--- config.mk ---
export PLATFORM = sky130hd
export DESIGN_NAME = hcounter_source
export DESIGN_NICKNAME = d
export VERILOG_FILES = /design/src/rtl/hcounter_source.sv
export SDC_FILE = /design/constraint.sdc
export NUM_CORES = 1
export LEC_CHECK = 0
export ABC_AREA = 1
export BUFFER_PORTS_ARGS = -buffer_cell sky130_fd_sc_hd__buf_2
export CAP_MARGIN = 25
export CORE_MARGIN = 1
export CORE_UTILIZATION = 25
export DETAILED_ROUTE_END_ITERATION = 16
export HOLD_SLACK_MARGIN = 0.02
export SLEW_MARGIN = 20
export SYNTH_ARGS = -nofsm -noshare
export SYNTH_HDL_FRONTEND = slang
export SYNTH_SLANG_ARGS = --single-unit
--- constraint.sdc ---
create_clock -name gch_clk -period 2.2 [get_ports gch_clk]
set_clock_uncertainty 0.1 [all_clocks]
set_input_delay 0 -clock gch_clk [delete_from_list [all_inputs] [get_ports gch_clk]]
set_output_delay 0 -clock gch_clk [all_outputs]
set_load 0.02 [all_outputs]
--- src/rtl/hcounter_source.sv ---
// Test-traffic source: drives one 4-phase req/ack channel with a bounded run of
// {address, incrementing data, redundancy} messages, debouncing the incoming ack.
module hcounter_source #(
   parameter int ASZ       = 8,
   parameter int DSZ       = 8,
   parameter int RSZ       = 4,
   parameter int DST_ADDR  = 0,
   parameter int START_VAL = 0,
   parameter int NUM_MSGS  = 16,
   parameter int ACK_CKS   = 2,
   parameter int GAP_CKS   = 0
) (
   input  logic                     gch_clk,
   input  logic                     gch_reset,
   output logic                     gch_ready,
   output logic                     gch_done,
   input  logic                     snd0_rdy,
   output logic                     snd0_req,
   input  logic                     snd0_ack,
   output logic [ASZ+DSZ+RSZ-1:0]   snd0_dat
);
   localparam int CW = $clog2(ACK_CKS + 1);
   localparam int GW = (GAP_CKS > 0) ? $clog2(GAP_CKS + 1) : 1;
   localparam int SW = ((ASZ > DSZ) ? ASZ : DSZ) + 1;

   typedef enum logic [1:0] {S_INIT, S_IDLE, S_REQ, S_WAIT_LO} state_t;

   state_t                   state, state_n;
   logic                     rg_rdy;
   logic                     req_n, done_n;
   logic [ASZ+DSZ+RSZ-1:0]   dat_n;
   logic [DSZ-1:0]           data, data_n;
   logic [31:0]              msg_cnt, cnt_n;
   logic [GW-1:0]            gap, gap_n;
   logic [CW-1:0]            cnt_hi, cnt_lo;
   logic                     ack_hi, ack_lo;
   logic [ASZ-1:0]           addr;
   logic [SW-1:0]            sum;
   logic [RSZ-1:0]           red;

   assign addr      = ASZ'(DST_ADDR);
   assign sum       = SW'(addr) + SW'(data);
   assign red       = RSZ'(sum);
   assign ack_hi    = (cnt_hi == CW'(ACK_CKS));
   assign ack_lo    = (cnt_lo == CW'(ACK_CKS));
   assign gch_ready = rg_rdy && snd0_rdy;

   // Saturating run-length counters: a level only counts once it has held ACK_CKS cycles.
   always_ff @(posedge gch_clk) begin
      if (gch_reset) begin
         cnt_hi <= '0;
         cnt_lo <= '0;
      end else begin
         if (!snd0_ack)                   cnt_hi <= '0;
         else if (cnt_hi != CW'(ACK_CKS)) cnt_hi <= cnt_hi + 1'b1;
         if (snd0_ack)                    cnt_lo <= '0;
         else if (cnt_lo != CW'(ACK_CKS)) cnt_lo <= cnt_lo + 1'b1;
      end
   end

   always_ff @(posedge gch_clk) begin
      if (gch_reset) begin
         state    <= S_INIT;
         rg_rdy   <= 1'b0;
         snd0_req <= 1'b0;
         snd0_dat <= '0;
         gch_done <= 1'b0;
         data     <= DSZ'(START_VAL);
         msg_cnt  <= '0;
         gap      <= '0;
      end else begin
         state    <= state_n;
         rg_rdy   <= 1'b1;
         snd0_req <= req_n;
         snd0_dat <= dat_n;
         gch_done <= done_n;
         data     <= data_n;
         msg_cnt  <= cnt_n;
         gap      <= gap_n;
      end
   end

   always_comb begin
      state_n = state;
      req_n   = snd0_req;
      dat_n   = snd0_dat;
      done_n  = gch_done;
      data_n  = data;
      cnt_n   = msg_cnt;
      gap_n   = gap;
      case (state)
         S_INIT: if (rg_rdy) state_n = S_IDLE;
         S_IDLE: begin
            if (gap != '0) begin
               gap_n = gap - 1'b1;
            end else if (!gch_done && snd0_rdy) begin
               // Data and req launch on the same edge so dat is stable while req=1.
               dat_n   = {addr, data, red};
               req_n   = 1'b1;
               state_n = S_REQ;
            end
         end
         S_REQ: begin
            if (ack_hi) begin
               req_n   = 1'b0;
               state_n = S_WAIT_LO;
            end
         end
         S_WAIT_LO: begin
            if (ack_lo) begin
               data_n  = data + 1'b1;
               cnt_n   = msg_cnt + 32'd1;
               gap_n   = GW'(GAP_CKS);
               state_n = S_IDLE;
               if (NUM_MSGS != 0 && cnt_n == 32'(NUM_MSGS)) done_n = 1'b1;
            end
         end
         default: state_n = S_INIT;
      endcase
   end
endmodule

# Word-level counts from Yosys, hierarchy flattened

Index checks and enable logic that the tools add are counted.

Add/subtract/negate cells: 5
Equal/unequal tests: 13
Multiplexer cells: 14
Bitwise gates (word level): 2
Reduce and logical (&&, ||, !) cells: 14

Operators by type and width:

| cell                  | number |
|---|---|
| $add 32x1->32 const B | 1 |
| $eq 32x5->1 const B   | 1 |
| $ne 2x2->1 const B    | 7 |
| $mux 2                | 5 |
| $add 8x1->8 const B   | 1 |
| $eq 2x2->1 const B    | 4 |
| $pmux 2 s4            | 1 |
| $mux 1                | 6 |
| $reduce_and 3->1      | 2 |
| $reduce_and 5->1      | 1 |
| $add 2x1->2 const B   | 2 |
| $pmux 1 s2            | 2 |
| $reduce_and 2->1      | 2 |
| $reduce_and 4->1      | 1 |
| $reduce_bool 2->1     | 2 |
| $reduce_or 2->1       | 2 |
| $eq 2x1->1 const B    | 1 |
| $logic_and 1x1->1     | 2 |
| $logic_not 2->1       | 1 |
| $not 1->1             | 2 |
| $logic_not 1->1       | 1 |
| $sub 1x1->1 const B   | 1 |

Logic and storage cells: 58
Output and inout port bits: 23
Bits of input ports: 4
Bits in registers: 62

# Logic depth before layout (Yosys ltp)

Depth after elaboration: 5
Mapped depth: 14
Depth with buffers taken out: 14

# Worst setup path before layout

No wires, ideal clock.

Kind: register to register
Start point: register msg_cnt[1]
End point: register gch_done
Library setup time: 0.068 ns
Path buffers: 0
Slack: 0.463 ns
Required time: 2.032 ns
Period minus slack after synthesis: 1.737 ns
Arrival time: 1.569 ns
Cell stages (with the launch flop): 14
Cells stage by stage: dfxtp_1 > ha_1 > inv_1 > nor2_4 > nand2_2 > nor2_2 > nand2_1 > nand2_1 > nand2_1 > nor2_1 > nand2_1 > nor2_1 > nand3_1 > a21oi_2

Cells in the longest elaborated chain, start to end: 3

Ends and longest elaborated chain:

| element                           | line | text |
|---|---|---|
| start: declaration                | 33   | `logic [31:0] msg_cnt, cnt_n;` |
| start signal: assignment          | 78   | `msg_cnt <= cnt_n;` |
| $add 32x1->32                     | 112  | `cnt_n = msg_cnt + 32'd1;` |
| $eq 32x5->1                       | 115  | `if (NUM_MSGS != 0 && cnt_n == 32'(NUM_MSGS)) done_n = 1'b1;` |
| $reduce_and 3->1 (no source line) | -    |  |
| end signal: assignment            | 76   | `gch_done <= done_n;` |
| end: declaration                  | 16   | `output logic gch_done,` |

Every way passes these cells.
A chain may end at the register's enable or synchronous reset.

# Worst setup path after layout

Start point: register msg_cnt[0]
End point: register gch_done

The elaborated chain is that of the path after synthesis.

==> results.cfg <==
[status]
status = completed

[clock_tree]
worstSkewPairLatency_ns = 0.34
cts_tree = done
cts_num_sinks = 57
clock_path_buffers = 2
cts_made_buffers = 9
path_clk_slew_ns = 0.06
cts-htree-levels = 3
cts-root-buf = clkbuf_16

[power]
power_frac_seq_pct = 37.0
p_per_area_nw_per_um2 = 782
intPower_mw = 2.25
p_leak_nw = 1.85
p_clk_share_pct = 49.4
p_comb_share_pct = 13.6
peakVddDrop_mv = 0.318
swShare_pct = 28.1
finalPower_mw = 3.13
p_switching_mw = 0.878

[place]
io_buffers = 18
post-place-ws_ns = 0.186
place.gp.congestion = 0.823
dp_hpwl_mm = 5.77

[timing]
worstMarginPinSlew_ns = 0.518
slew_headroom_pct = 65.2
rsz0062_at_grt = false
slew_violations = 0
hold_viol_final = 0
finalCriticalPeriod_ns = 1.99
min_period_over_period_pct = 90.4
max_freq_mhz = 503
tns_ns = 0
setup_ws_ns = 0.212
setup_violations = 0

[floorplan]
coreArea_um2 = 13200
fp.dieH_um = 119
initial_core_util_pct = 25.7
rows = 42
fp.dieArea_um2 = 14100
die_x_um = 119
boundaryPins = 27

[critical_path]
r2r-end = gch_done
r2r_setup_slack_ns = 0.21
crit_family = simple AND/OR/NAND/NOR gates
critPathLaunchType = flop
path_buf_inv = 1
r2r-start = msg_cnt[0]
crit_chain = ha_2 -> inv_1 -> nor2_4 -> nand2_2 -> nor2_4 -> nand2_1 -> nand2_1 -> nand2_1 -> nor2_1 -> nand2_1 -> nor2_1 -> nand3_1 -> a21oi_2
critPathSlowestCell = dfxtp_1
cp-end-kind = flop
max_stage_delay_ns = 0.37
cp.required_ns = 2.37
ff2ff_path_depth = 13
crit_top_cell = nand2_1
cp_data_arrival_time_ns = 2.16
critPathMaxFanout = 4
crit_type = reg2reg

[route]
ant_nets = 0
vias_per_cell = 4.24
drt_iter0_drc = 134
vias = 3123
remaining_drc_errors = 0
wl_per_cell_um = 10.7
drtPass1Iterations = 4
drt-total-wl_mm = 7.89

[layout]
nNetsFinal = 569
fin_util_pct = 30.2
drive_gt1_share_pct = 11.3
area_delta_synth_final_pct = 17.8
fillCellCount = 1504
antenna_cells = 0
mostFrequentLayoutCell = nand2_1
layout_common_cells = 131 x nand2_1, 85 x nor2_1, 79 x inv_1

[grt]
grt_usage_pct = 12.0
grt_antenna_before_repair = 0
grt_pass1_wl_mm = 13.3
grt_pass1_vias = 2861
overflow = 0
grt_start_max_net_pins = 30

[synth]
ys_seq_area_share_pct = 33.6
ys_ff_latch = 57
ys.warnings.count = 0
syn_avg_cell_area_um2 = 6.35
synth.distinct_cells = 29
synthCells = 535
synthesis.area_um2 = 3400

[hold_path]
hp-start = snd0_rdy
hold-path-cell-count = 6
hp-class = in2reg
min_delay_worst_endpoint = snd0_req

[job]
drv_cap = 0
synthesized netlist by cell type (all sizes together):
cell	instances	share of area (%)
a211oi	2	0.44
a21oi	32	4.8
and2	2	0.37
buf	14	2.9
clkbuf	10	1.1
clkinv	2	0.22
conb	1	0.11
dfxtp	57	34
ha	10	3.7
inv	79	8.7
nand2	137	16
nand3	18	2.7
nand3b	4	0.88
nand4	2	0.37
nor2	96	12
nor3	3	0.44
nor3b	2	0.44
o211ai	8	1.8
o21ai	46	6.8
o21bai	1	0.22
or2	1	0.18
xor2	8	2.1
flip-flops by register name, summed over array words and instances (netlist names):
register,flops
cnt_hi,2
cnt_lo,2
data,8
gch_done,1
msg_cnt,32
rg_rdy,1
snd0_dat,8
snd0_req,1
state,2
tightest hold or removal path, cell delays in order:
cell and delay (ns):
buf_2 0.10, inv_1 0.04, nor2_1 0.03, inv_1 0.06, a21oi_1 0.07, a21oi_1 0.15
cell type report:
cell class	count	area (um^2)	area share (%)
repair buffers	26	153	3.81
clock buffers	9	225	5.63
clock inverters	7	101	2.53
well taps	176	220	5.50
flip-flops and latches	57	1140	28.6
multi-input cells	380	1860	46.4
inverters	81	304	7.59
repair_timing:
| action | in CTS | in global routing |
|---|---|---|
| resized for setup | 0 | 5 |
| endpoints found under the setup margin | 0 | 1 |
| setup buffers | 0 | 0 |
| hold buffers | 1 | 0 |
| endpoints found under the hold margin | 4 | 0 |
power groups by stage:
stage	logic [mW]	clock network [mW]	registers, mW
2_1_floorplan	0.290	0	1.22
3_3_place_gp	0.426	0	1.18
3_5_place_dp	0.425	0	1.18
4_1_cts	0.430	1.58	1.16
5_1_grt	0.478	1.62	1.17
6_report	0.427	1.55	1.16
cells by family after synthesis:
logic type,count (synthesis),share of synthesized area (%)
buffers and inverters,105,12.9
AO/OA/AOI/OAI,89,14.0
XOR/XNOR,8,2.06
AND/OR/NAND/NOR,265,33.6
other,1,0.110
flip-flops,57,33.6
adder cells (fa/ha/maj),10,3.68
worst max-delay path by stage:
stage | from | cells past startpoint | endpoint | slack (ns)
3_5_place_dp | msg_cnt[1] | 13 | gch_done | 0.19
5_1_grt | msg_cnt[0] | 13 | gch_done | 0.02
4_1_cts | msg_cnt[1] | 13 | gch_done | 0.14
2_1_floorplan | msg_cnt[1] | 13 | gch_done | 0.46
6_report | msg_cnt[0] | 13 | gch_done | 0.21
3_3_place_gp | msg_cnt[1] | 13 | gch_done | 0.18
metrics by stage:
| stage | hold slack, ns | cells | cell area, um^2 |
|---|---|---|---|
| 2_1_floorplan | 0.0290 | 542 | 3420 |
| 4_1_cts | 0.0538 | 736 | 3990 |
| 5_1_grt | 0.0921 | 736 | 4000 |
| 6_report | 0.0575 | 736 | 4000 |
| 3_5_place_dp | 0.185 | 719 | 3650 |
| 3_3_place_gp | 0.190 | 719 | 3650 |
layer usage:
| layer | GRT usage, % | wire length [um] | vias to the layer above |
|---|---|---|---|
| li1 | - | - | 1688 |
| met1 | 14.4 | 3770 | 1359 |
| met2 | 19.6 | 3600 | 49 |
| met3 | 2.17 | 198 | 27 |
| met4 | 8.15 | 325 | 0 |
| met5 | 0 | 0 | - |
Note: power is estimated with default switching activity, not from simulation.
